===== src/rtl/ycbcr_to_rgb_conversion.sv =====
// BT.601 studio-range YCbCr to 8-bit RGB converter.
// Fixed 3-stage pipeline (offset removal, coefficient products, round/shift/clamp) with a valid tag.
module ycbcr_to_rgb_conversion #(
    parameter int unsigned DATA_WIDTH     = 8,
    parameter int unsigned MULT_PRECISION = 8,
    parameter int unsigned Y_OFFSET       = 16,
    parameter int unsigned C_OFFSET       = 128
) (
    input  logic                  clk,
    input  logic                  reset,
    input  logic                  data_valid_in,
    input  logic [DATA_WIDTH-1:0] y_in,
    input  logic [DATA_WIDTH-1:0] cb_in,
    input  logic [DATA_WIDTH-1:0] cr_in,
    output logic [DATA_WIDTH-1:0] red,
    output logic [DATA_WIDTH-1:0] green,
    output logic [DATA_WIDTH-1:0] blue,
    output logic                  data_valid_out
);

    localparam int unsigned W   = DATA_WIDTH;
    localparam int unsigned D_W = DATA_WIDTH + 1;
    localparam int unsigned P_W = 20;

    localparam logic signed [P_W-1:0] K_Y    = P_W'(298);
    localparam logic signed [P_W-1:0] K_RE   = P_W'(409);
    localparam logic signed [P_W-1:0] K_GD   = P_W'(100);
    localparam logic signed [P_W-1:0] K_GE   = P_W'(208);
    localparam logic signed [P_W-1:0] K_BD   = P_W'(516);
    localparam logic signed [P_W-1:0] ROUND  = P_W'(1 << (MULT_PRECISION - 1));
    localparam logic signed [P_W-1:0] PIXMAX = P_W'((1 << DATA_WIDTH) - 1);

    // Saturate a shifted signed sum into the unsigned component range.
    function automatic logic [W-1:0] clamp_pix(input logic signed [P_W-1:0] s);
        logic [W-1:0] res;
        res = s[W-1:0];
        if (s < P_W'(0)) begin
            res = '0;
        end else if (s > PIXMAX) begin
            res = '1;
        end
        return res;
    endfunction

    logic                  v1_q, v1_d;
    logic                  v2_q, v2_d;
    logic                  dv_out_q, dv_out_d;

    logic signed [D_W-1:0] c_q, c_d;
    logic signed [D_W-1:0] d_q, d_d;
    logic signed [D_W-1:0] e_q, e_d;

    logic signed [P_W-1:0] p_yc_q, p_yc_d;
    logic signed [P_W-1:0] p_re_q, p_re_d;
    logic signed [P_W-1:0] p_gd_q, p_gd_d;
    logic signed [P_W-1:0] p_ge_q, p_ge_d;
    logic signed [P_W-1:0] p_bd_q, p_bd_d;

    logic [W-1:0]          red_q, red_d;
    logic [W-1:0]          green_q, green_d;
    logic [W-1:0]          blue_q, blue_d;

    logic signed [P_W-1:0] sum_r_c, sum_g_c, sum_b_c;

    // Next-state: every stage holds unless its own valid tag is set.
    always_comb begin
        v1_d     = data_valid_in;
        v2_d     = v1_q;
        dv_out_d = v2_q;

        c_d      = c_q;
        d_d      = d_q;
        e_d      = e_q;
        p_yc_d   = p_yc_q;
        p_re_d   = p_re_q;
        p_gd_d   = p_gd_q;
        p_ge_d   = p_ge_q;
        p_bd_d   = p_bd_q;
        red_d    = red_q;
        green_d  = green_q;
        blue_d   = blue_q;

        sum_r_c  = p_yc_q + p_re_q + ROUND;
        sum_g_c  = p_yc_q - p_gd_q - p_ge_q + ROUND;
        sum_b_c  = p_yc_q + p_bd_q + ROUND;

        if (data_valid_in) begin
            c_d = $signed({1'b0, y_in})  - $signed(D_W'(Y_OFFSET));
            d_d = $signed({1'b0, cb_in}) - $signed(D_W'(C_OFFSET));
            e_d = $signed({1'b0, cr_in}) - $signed(D_W'(C_OFFSET));
        end

        if (v1_q) begin
            p_yc_d = P_W'(c_q) * K_Y;
            p_re_d = P_W'(e_q) * K_RE;
            p_gd_d = P_W'(d_q) * K_GD;
            p_ge_d = P_W'(e_q) * K_GE;
            p_bd_d = P_W'(d_q) * K_BD;
        end

        if (v2_q) begin
            red_d   = clamp_pix(sum_r_c >>> MULT_PRECISION);
            green_d = clamp_pix(sum_g_c >>> MULT_PRECISION);
            blue_d  = clamp_pix(sum_b_c >>> MULT_PRECISION);
        end
    end

    always_ff @(posedge clk) begin
        if (reset) begin
            v1_q     <= 1'b0;
            v2_q     <= 1'b0;
            dv_out_q <= 1'b0;
            c_q      <= '0;
            d_q      <= '0;
            e_q      <= '0;
            p_yc_q   <= '0;
            p_re_q   <= '0;
            p_gd_q   <= '0;
            p_ge_q   <= '0;
            p_bd_q   <= '0;
            red_q    <= '0;
            green_q  <= '0;
            blue_q   <= '0;
        end else begin
            v1_q     <= v1_d;
            v2_q     <= v2_d;
            dv_out_q <= dv_out_d;
            c_q      <= c_d;
            d_q      <= d_d;
            e_q      <= e_d;
            p_yc_q   <= p_yc_d;
            p_re_q   <= p_re_d;
            p_gd_q   <= p_gd_d;
            p_ge_q   <= p_ge_d;
            p_bd_q   <= p_bd_d;
            red_q    <= red_d;
            green_q  <= green_d;
            blue_q   <= blue_d;
        end
    end

    assign red            = red_q;
    assign green          = green_q;
    assign blue           = blue_q;
    assign data_valid_out = dv_out_q;

endmodule


===== config.mk =====
export PLATFORM = sky130hd
export DESIGN_NAME = ycbcr_to_rgb_conversion
export DESIGN_NICKNAME = d
export VERILOG_FILES = /design/src/rtl/ycbcr_to_rgb_conversion.sv
export SDC_FILE = /design/constraint.sdc
export NUM_CORES = 1
export LEC_CHECK = 0
export CORE_MARGIN = 10
export CORE_UTILIZATION = 55
export DETAILED_ROUTE_END_ITERATION = 16
export PLACE_DENSITY = 0.71
export RECOVER_POWER = 50
export SETUP_SLACK_MARGIN = 0.15
export SLEW_MARGIN = 15
export SYNTH_ARGS = -nofsm -noshare
export SYNTH_HDL_FRONTEND = slang
export SYNTH_SLANG_ARGS = --single-unit

===== constraint.sdc =====
create_clock -name clk -period 12.9 [get_ports clk]
set_input_delay 2.58 -clock clk [delete_from_list [all_inputs] [get_ports clk]]
set_output_delay 2.58 -clock clk [all_outputs]
set_load 0.03 [all_outputs]

==> flow_summary_export.csv, run 1 <==
group,metric,value,unit
status,status,"complete, but fails checks",
status,violations,"capacitance limit, slew limit",
layout,instances_no_fill,1631,
critical_path,timing.rr.start,"e_q[7]",
clocking,cts-hold-fix-buffers,0,
worst_hold_path,hold_class,"flop to flop",
place,gp_congestion,0.878,
detailed_routing,drtAntennaViolNets,0,
critical_path,r2r_slack,7.96,ns
yosys,synth_nets,1639,
timing,fmax,153,MHz
floorplanning,start_util,56.5,%
timing,hold_viol,0,
power_and_ir_drop,ir_drop,0.0759,mV
clocking,cts_tree,"yes",
timing,tightest_slew,3.37,ns
yosys,synth_top_area_share,26.8,%
yosys,yosysSeqAreaShare,21.9,%
clocking,clock-sinks,131,
timing,setup_tns,0,ns
clocking,cts_setup_buffers,0,
timing,min_period,6.52,ns
global_route,grt_pass1_wl,43.8,mm
clocking,cts_buffer_depth,2,
layout,finish.utilization,63.0,%
global_route,grt_pass1_vias,8783,
layout,mostFrequentLayoutCell,"ha_1",
yosys,yosysTopAreaCell,"ha_1",
layout,post_route_cells_drive_above_1_share,4.35,%
clocking,cts_resized,0,
timing,rsz0062_at_grt,"no",
global_route,grt_max_degree,75,
power_and_ir_drop,swShare,35.3,%
place,placed_cell_area,0.0127,mm2
place,hpwl,20.5,mm
critical_path,start_kind,"input pin",
place,dp_slack,8.09,ns
critical_path,crit_path_frequent_cell,"clkbuf_1",
yosys,synth_cell_type_count,61,
layout,layout_common_cells,"ha_1, inv_1, nor2_1, dfxtp_1, mux2i_1",
power_and_ir_drop,p_seq_share,29.3,%
critical_path,crit_path_max_fanout,74,
yosys,yosys-top-cells-area,"ha_1, dfxtp_1, fa_1, mux2i_1, inv_1",
worst_hold_path,hold_path_end,"green[4]",
timing,finClkSkew,0.00741,ns
layout,diodes,0,
detailed_routing,routed_wl,25.9,mm
floorplanning,die_w,168,um
yosys,yosysWarnings,0,
timing,finalSetupViolCount,0,
worst_hold_path,holdPathStages,2,
critical_path,endpoint_kind,"flop",
detailed_routing,first_pass_iters,5,
detailed_routing,num_vias,8868,
floorplanning,die_h,168,um
yosys,syn_area_per_cell,9.21,um2
clocking,cts_buffers,17,
clocking,cts-root-buf,"clkbuf_16",
critical_path,crit_type,"input pin to flop",
layout,nets,1680,
global_route,grt_usage,18.8,%
timing,relSlewSlack,-124,%
critical_path,cp_slowest_cell,"clkbuf_1",
timing,finalWorstSetupSlack,6.38,ns
detailed_routing,drtIter0Drc,420,
timing,finalMaxSlewViolations,112,
power_and_ir_drop,clockPowerShare,33.7,%
critical_path,cp.required,13.07,ns
critical_path,arrival,6.69,ns
worst_hold_path,min_from,"green[4]",
power_and_ir_drop,p_per_area,119,mW/mm2
critical_path,r2r-end,"p_re_q[18]",
clocking,htree_levels,4,
floorplanning,die-area,0.0281,mm2
floorplanning,ios,52,
yosys,syn-cell-area,0.0120,mm2
floorplanning,rows,53,
critical_path,cp_cell_sequence,"clkbuf_1 -> clkbuf_1 -> o22ai_1",
yosys,synthFlopType,"dfxtp_1",
power_and_ir_drop,intPower,1.03,mW
place,portBuffers,51,
power_and_ir_drop,power.total,1.59,mW
detailed_routing,vias_per_cell,5.44,
yosys,async_flop_share,0,%
detailed_routing,routedWlPerCell,15.9,um
global_route,antenna_found_initial,0,
detailed_routing,drc,0,
run,cap_violations,2,
critical_path,max_stage_delay,2.46,ns
power_and_ir_drop,p_sw,560,uW
clocking,clkTransAtPathRegs,0.06,ns
layout,syn2layout_area_growth,11.5,%
power_and_ir_drop,p_comb_share,36.9,%
power_and_ir_drop,leakagePower,6.80,nW
yosys,ys_ff_latch,131,
global_route,grt.overflow.total,0,
critical_path,rr_worst_depth,15,
clocking,clock_latency,0.42,ns
layout,post-route-cell-area,0.0134,mm2
yosys,synthesis.instances,1302,
floorplanning,core-area,0.0212,mm2
yosys,synth-edff-count,0,
timing,hold_slack,0.454,ns
timing,finalCritPeriodShare,50.5,%
place,place_inst,1599,
[kinds of logic (layout without fill, tap and decap cells)]
kind of cell,count (synthesis),after routing,synth area share [%]
muxes,86,86,7.19
DFF,131,131,21.9
adders and majority gates,310,310,35.6
and+or+nand+nor,267,267,10.0
buffers and inverters,215,269,6.79
xor gates and xnor gates,87,87,6.41
AOI/OAI and AO/OA,206,206,12.1
[critical path: cells and delay by family]
family / cells / cell delay [ns]
AO/OA/AOI/OAI: 1 / 0.32
buffers and inverters: 2 / 3.74
[synth_stat cells, drive strengths merged (3+ instances only)]
cell and instances:
ha 257, inv 183, nor2 136, dfxtp 131, mux2i 85, xnor2 63, fa 53, a21oi 51
nand2 44, o21ai 36, clkbuf 24, xor2 24, a211oi 21, a21o 21, nor3 20, nand3 15
nor2b 11, nand2b 10, o21bai 10, a221o 8, buf 8, o211ai 8, o221a 8, o31ai 7
or3 7, a21boi 6, o22ai 6, o21a 5, nand4 4, o41ai 4, or2 4, a2111oi 3
a31oi 3, and2 3, and4 3
[layer usage]
metal / vias to the layer above / global-route usage (%) / wire length, um
li1: 4550 / - / -
met2: 137 / 30.4 / 11900
met3: 27 / 2.93 / 895
met5: - / 0 / 0
met1: 4154 / 25.2 / 12700
met4: 0 / 5.45 / 467
[registers in the layout, indices dropped and copies added (netlist names), 8 cells and up]
signal and cells:
p_bd_q 18, red 8, blue 8, d_q 8, c_q 9, p_yc_q 18, e_q 8, p_re_q 19
p_ge_q 12, p_gd_q 12, green 8
[power groups by stage]
stage	sequential (mW)	combinational [mW]	clock (mW)
CTS	0.466	0.586	0.544
global placement	0.474	0.568	0
global route	0.470	0.669	0.561
detailed placement	0.474	0.579	0
finish	0.466	0.587	0.535
floorplan	0.470	0.447	0
[worst max path at each step]
stage                      end  slack [ns]  depth (start not counted)  startpoint
floorplan           p_re_q[18]        8.47                         16      e_q[3]
global placement    p_re_q[18]        8.15                         15      e_q[7]
detailed placement  p_re_q[18]        8.09                         15      e_q[7]
CTS                 p_re_q[18]        8.00                         15      e_q[7]
global route        p_re_q[16]        6.01                          3       reset
finish              p_re_q[16]        6.38                          3       reset
[layout make-up]
type / instances / area, um2
repair buffers: 54 / 518
inverters: 183 / 687
clock inverters: 12 / 178
well taps: 275 / 344
flip-flops and latches: 131 / 2630
fillers: 1844 / 7850
multi-input cells: 956 / 8560
clock buffers: 20 / 467
(Power assumes the default switching activity.)
==> run 2, diff against run 1 <==
PLACE_DENSITY = 0.74   (was 0.71)
clock period = 5.9 ns   (was 12.9 ns; I/O delays follow)
==> run 2 against run 1 <==
Net effect:
- the run still ends with capacitance limit, slew limit left
- wire length rose by 0.24%
- sequential power up 120%
- non-clock buffer count grew 1
- global-route usage grew 0.078 points
- flip-flop and latch count is the same
- critical endpoint is now p_re_q[18]
- largest power group unchanged
==> flow_summary_export.csv, run 2 (same netlist as run 1, synthesis figures left out) <==
group,metric,value,unit
status,status,"complete, but fails checks",
status,violations,"capacitance limit, slew limit",
critical_path,rr_worst_depth,16,
place,gp_congestion,0.867,
run,cap_violations,2,
layout,diodes,0,
worst_hold_path,hold_class,"flop to flop",
critical_path,crit_path_max_fanout,7,
floorplanning,die-area,0.0281,mm2
detailed_routing,drtIter0Drc,420,
floorplanning,core-area,0.0212,mm2
layout,largestRegisters,"p_re_q: 19 flops, p_bd_q: 18 flops, p_yc_q: 18 flops",
critical_path,crit_type,"flop to flop",
critical_path,max_stage_delay,0.64,ns
critical_path,r2r_slack,0.86,ns
clocking,cts-root-buf,"clkbuf_16",
layout,largest_reg_flops,19,
layout,largest-register,"p_re_q",
place,portBuffers,51,
detailed_routing,num_vias,8805,
power_and_ir_drop,leakagePower,6.84,nW
clocking,cts_resized,0,
layout,nFillCells,1794,
clocking,cts_buffers,17,
timing,finClkSkew,0.00803,ns
detailed_routing,routedWlPerCell,15.9,um
clocking,cts_buffer_depth,2,
floorplanning,rows,53,
clocking,clock_latency,0.42,ns
timing,finalSetupViolCount,0,
timing,min_period,5.04,ns
timing,tightest_slew,2.78,ns
timing,finalCritPeriodShare,85.4,%
layout,syn2layout_area_growth,11.2,%
place,hpwl,20.7,mm
power_and_ir_drop,power.total,3.40,mW
power_and_ir_drop,ir_drop,0.186,mV
global_route,grt.met1_usage,24.4,%
detailed_routing,drtAntennaViolNets,0,
clocking,cts_tree,"yes",
global_route,grt_pass1_vias,8707,
detailed_routing,drc,0,
critical_path,endpoint_kind,"flop",
timing,hold_viol,0,
global_route,grt_use_met2,31.6,%
critical_path,crit_family,"adder cells",
critical_path,cp_cell_sequence,"ha_1 -> ha_1 -> inv_1 -> fa_1 -> fa_1 -> inv_1 -> ha_1 -> fa_1 -> a21o_1 -> a21o_1 -> a2111oi_1 -> nor3_1 -> o31ai_1 -> xnor2_1 -> mux2i_1 -> nor2_1",
global_route,use_met3,3.35,%
global_route,busiest_layer,"met2",
layout,nets,1681,
layout,mostFrequentLayoutCell,"ha_1",
timing,finalMaxSlewViolations,112,
clocking,cts-hold-fix-buffers,0,
floorplanning,die_w,168,um
clocking,clkTransAtPathRegs,0.06,ns
critical_path,crit_buf_inv,2,
clocking,cts_setup_buffers,0,
detailed_routing,first_pass_iters,5,
timing,relSlewSlack,-85.5,%
layout,layout_common_cells,"ha_1, inv_1, nor2_1, dfxtp_1, mux2i_1",
floorplanning,ios,52,
critical_path,cp_slowest_cell,"a2111oi_1",
critical_path,cp.required,6.13,ns
timing,rsz0062_at_grt,"no",
timing,fmax,199,MHz
global_route,grt_pass1_wl,43.8,mm
power_and_ir_drop,p_per_area,255,mW/mm2
critical_path,cp_num_cells,16,
detailed_routing,vias_per_cell,5.40,
floorplanning,start_util,56.5,%
critical_path,start_kind,"flop",
timing,setup_tns,0,ns
global_route,antenna_found_initial,0,
global_route,grt.overflow.total,0,
layout,post_route_cells_drive_above_1_share,4.28,%
worst_hold_path,holdPathStages,2,
floorplanning,die_h,168,um
global_route,grt_max_degree,61,
clocking,htree_levels,4,
detailed_routing,routed_wl,26.0,mm
clocking,clock-sinks,131,
critical_path,arrival,5.26,ns
global_route,grt_usage,18.8,%
## run 2: power by group
group / leakage (nW) / internal, mW / switching, mW
Clock: 0.285 / 0.681 / 0.409
Sequential: 1.07 / 0.944 / 0.0767
Combinational: 5.48 / 0.562 / 0.724
Total: 6.84 / 2.19 / 1.21
## run 2: area by class of cell
cell class / instances / area (um2) / share of cell area [%]
flip-flops and latches: 131 / 2630 / 19.7
clock buffers: 21 / 460 / 3.45
well taps: 275 / 344 / 2.58
multi-input cells: 956 / 8560 / 64.2
repair buffers: 55 / 526 / 3.94
clock inverters: 10 / 133 / 0.994
inverters: 183 / 687 / 5.15
## run 2: worst paths after layout
| path | start | endpoint |
|---|---|---|
| max reg2reg | e_q[3] | p_re_q[18] |
| min reg2reg | green[0] | green[0] |
| min | green[0] | green[0] |
| max | e_q[3] | p_re_q[18] |
## run 2: layer usage
layer	wire, um	share of wire (%)
met1	12500	48
met2	12200	47
met3	873	3.4
met4	332	1.3
met5	0	0
## run 2: per-stage QoR
step / cell area, um2 / hold WS, ns / setup WS [ns] / utilization, % / std cells
floorplan: 12000 / 0.450 / 1.47 / - / 1302
global placement: 12800 / 0.437 / 1.18 / 60.1 / 1600
detailed placement: 12800 / 0.446 / 1.09 / 60.1 / 1600
CTS: 13300 / 0.460 / 0.924 / 62.9 / 1631
global route: 13300 / 0.473 / 0.401 / 62.8 / 1631
finish: 13300 / 0.447 / 0.863 / 62.8 / 1631
## run 2: worst register-to-register path, stage by stage (launching register included)
cell,delay [ns]
dfxtp_1,0.50
ha_1,0.34
ha_1,0.30
inv_1,0.05
fa_1,0.49
fa_1,0.51
inv_1,0.04
ha_1,0.33
fa_1,0.46
a21o_1,0.19
a21o_1,0.21
a2111oi_1,0.64
nor3_1,0.16
o31ai_1,0.31
xnor2_1,0.09
mux2i_1,0.15
nor2_1,0.05
==> run 3, diff against run 2 <==
CORE_MARGIN = not set   (was 10)
SKIP_LAST_GASP = 1   (was not set)
==> run 3 against run 2 <==
Net effect:
- the run still ends with capacitance limit, slew limit left
- critical path type is now input pin to flop
- clock skew barely moved
- die area shrank 20%
- first-iteration DRC count grew 1.4%
- fmax is 3.3% higher
- flip-flop and latch count unchanged
- cell area about the same
- sequential power hardly changed
- worst setup slack improved by 0.16 ns
- highest routed layer unchanged
- cell count unchanged
- non-clock buffer count fell by 1
==> flow_summary_export.csv, run 3 (same netlist as run 1, synthesis figures left out) <==
group,metric,value,unit
timing,finalMaxSlewViolations,112,
global_route,grt_pass1_wl,42.0,mm
worst_hold_path,hold_class,"flop to flop",
place,place_inst,1599,
layout,largest_reg_flops,19,
status,status,"complete, but fails checks",
detailed_routing,num_vias,8899,
critical_path,endpoint,"p_ge_q[15]",
floorplanning,start_util,56.5,%
power_and_ir_drop,power.total,3.38,mW
timing,min_period,4.88,ns
critical_path,crit_type,"input pin to flop",
critical_path,rr_worst_depth,15,
floorplanning,die_h,150,um
layout,syn2layout_area_growth,11.1,%
floorplanning,core-area,0.0212,mm2
clocking,cts-root-buf,"clkbuf_16",
run,cap_violations,2,
status,violations,"capacitance limit, slew limit",
layout,post_route_cells_drive_above_1_share,4.35,%
clocking,cts_setup_buffers,0,
global_route,grt_max_degree,67,
place,gp_congestion,0.878,
power_and_ir_drop,ir_drop,0.197,mV
timing,relSlewSlack,-71.5,%
timing,tightest_slew,2.57,ns
floorplanning,rows,53,
clocking,clock-sinks,131,
critical_path,crit_start,"reset",
detailed_routing,drtIter0Drc,426,
critical_path,arrival,5.09,ns
timing,rsz0062_at_grt,"no",
layout,mostFrequentLayoutCell,"ha_1",
global_route,antenna_found_initial,0,
global_route,grt_pass1_vias,8602,
floorplanning,ios,52,
detailed_routing,drc,0,
clocking,clkTransAtPathRegs,0.06,ns
power_and_ir_drop,leakagePower,6.83,nW
clocking,htree_levels,4,
timing,finalSetupViolCount,0,
clocking,cts_buffers,17,
global_route,grt_usage,24.2,%
timing,finalCritPeriodShare,82.6,%
layout,instances_no_fill,1631,
critical_path,cp.required,6.11,ns
critical_path,r2r-end,"p_re_q[18]",
detailed_routing,drtAntennaViolNets,0,
timing,hold_viol,0,
clocking,cts-hold-fix-buffers,0,
timing,finClkSkew,0.00841,ns
place,portBuffers,51,
detailed_routing,routedWlPerCell,15.7,um
floorplanning,die_w,150,um
critical_path,start_kind,"input pin",
global_route,grt.overflow.total,0,
timing,fmax,205,MHz
layout,largest-register,"p_re_q",
clocking,clock_latency,0.43,ns
layout,largestRegisters,"p_re_q: 19 flops, p_bd_q: 18 flops, p_yc_q: 18 flops",
layout,layout_common_cells,"ha_1, inv_1, nor2_1, dfxtp_1, mux2i_1",
layout,finish.utilization,62.8,%
timing,setup_tns,0,ns
detailed_routing,vias_per_cell,5.46,
layout,nets,1680,
clocking,cts_tree,"yes",
critical_path,endpoint_kind,"flop",
critical_path,r2r_slack,1.03,ns
detailed_routing,first_pass_iters,5,
critical_path,crit_path_max_fanout,56,
power_and_ir_drop,p_per_area,253,mW/mm2
place,hpwl,20.2,mm
layout,diodes,0,
clocking,cts_buffer_depth,2,
detailed_routing,routed_wl,25.6,mm
clocking,cts_resized,0,
critical_path,timing.rr.start,"e_q[7]",
floorplanning,die-area,0.0224,mm2
## run 3: metal layers
metal | up-vias | share of wire [%] | GRT usage (%)
met5 | - | 0 | 0
met4 | 0 | 1.5 | 6.26
met3 | 26 | 3.2 | 3.60
met2 | 141 | 47 | 41.8
met1 | 4176 | 48 | 31.3
li1 | 4556 | - | -
## run 3: worst min path at each step
stage	start	to	slack [ns]	cells after the start
global placement	green[1]	green[1]	0.43	2
detailed placement	green[0]	green[0]	0.44	2
finish	green[0]	green[0]	0.45	2
floorplan	p_bd_q[18]	p_bd_q[18]	0.45	2
global route	green[6]	green[6]	0.49	2
CTS	green[0]	green[0]	0.46	2
## run 3: layout make-up
cell class                 count  area [um2]
clock buffer                  21         470
clock inverter                11         128
fill                        1818        7890
inverter                     183         687
multi-input combinational    956        8560
sequential                   131        2630
tap                          275         344
timing repair buffer          54         518
## run 3: worst max-delay path, stage by stage
cell and delay [ns]:
clkbuf_1 1.68, clkbuf_1 1.93, o22ai_1 0.25
## run 3: power breakdown
| group | internal, mW | switching (mW) | total [mW] |
|---|---|---|---|
| clock network | 0.657 | 0.415 | 1.07 |
| logic | 0.560 | 0.730 | 1.29 |
| registers | 0.944 | 0.0735 | 1.02 |
## run 3: per-stage QoR
step	setup WS, ns	hold WS [ns]	instance area (um2)
floorplan	1.47	0.450	12000
global placement	1.17	0.434	12700
detailed placement	1.10	0.445	12700
CTS	1.06	0.459	13300
global route	0.574	0.490	13300
finish	1.02	0.448	13300
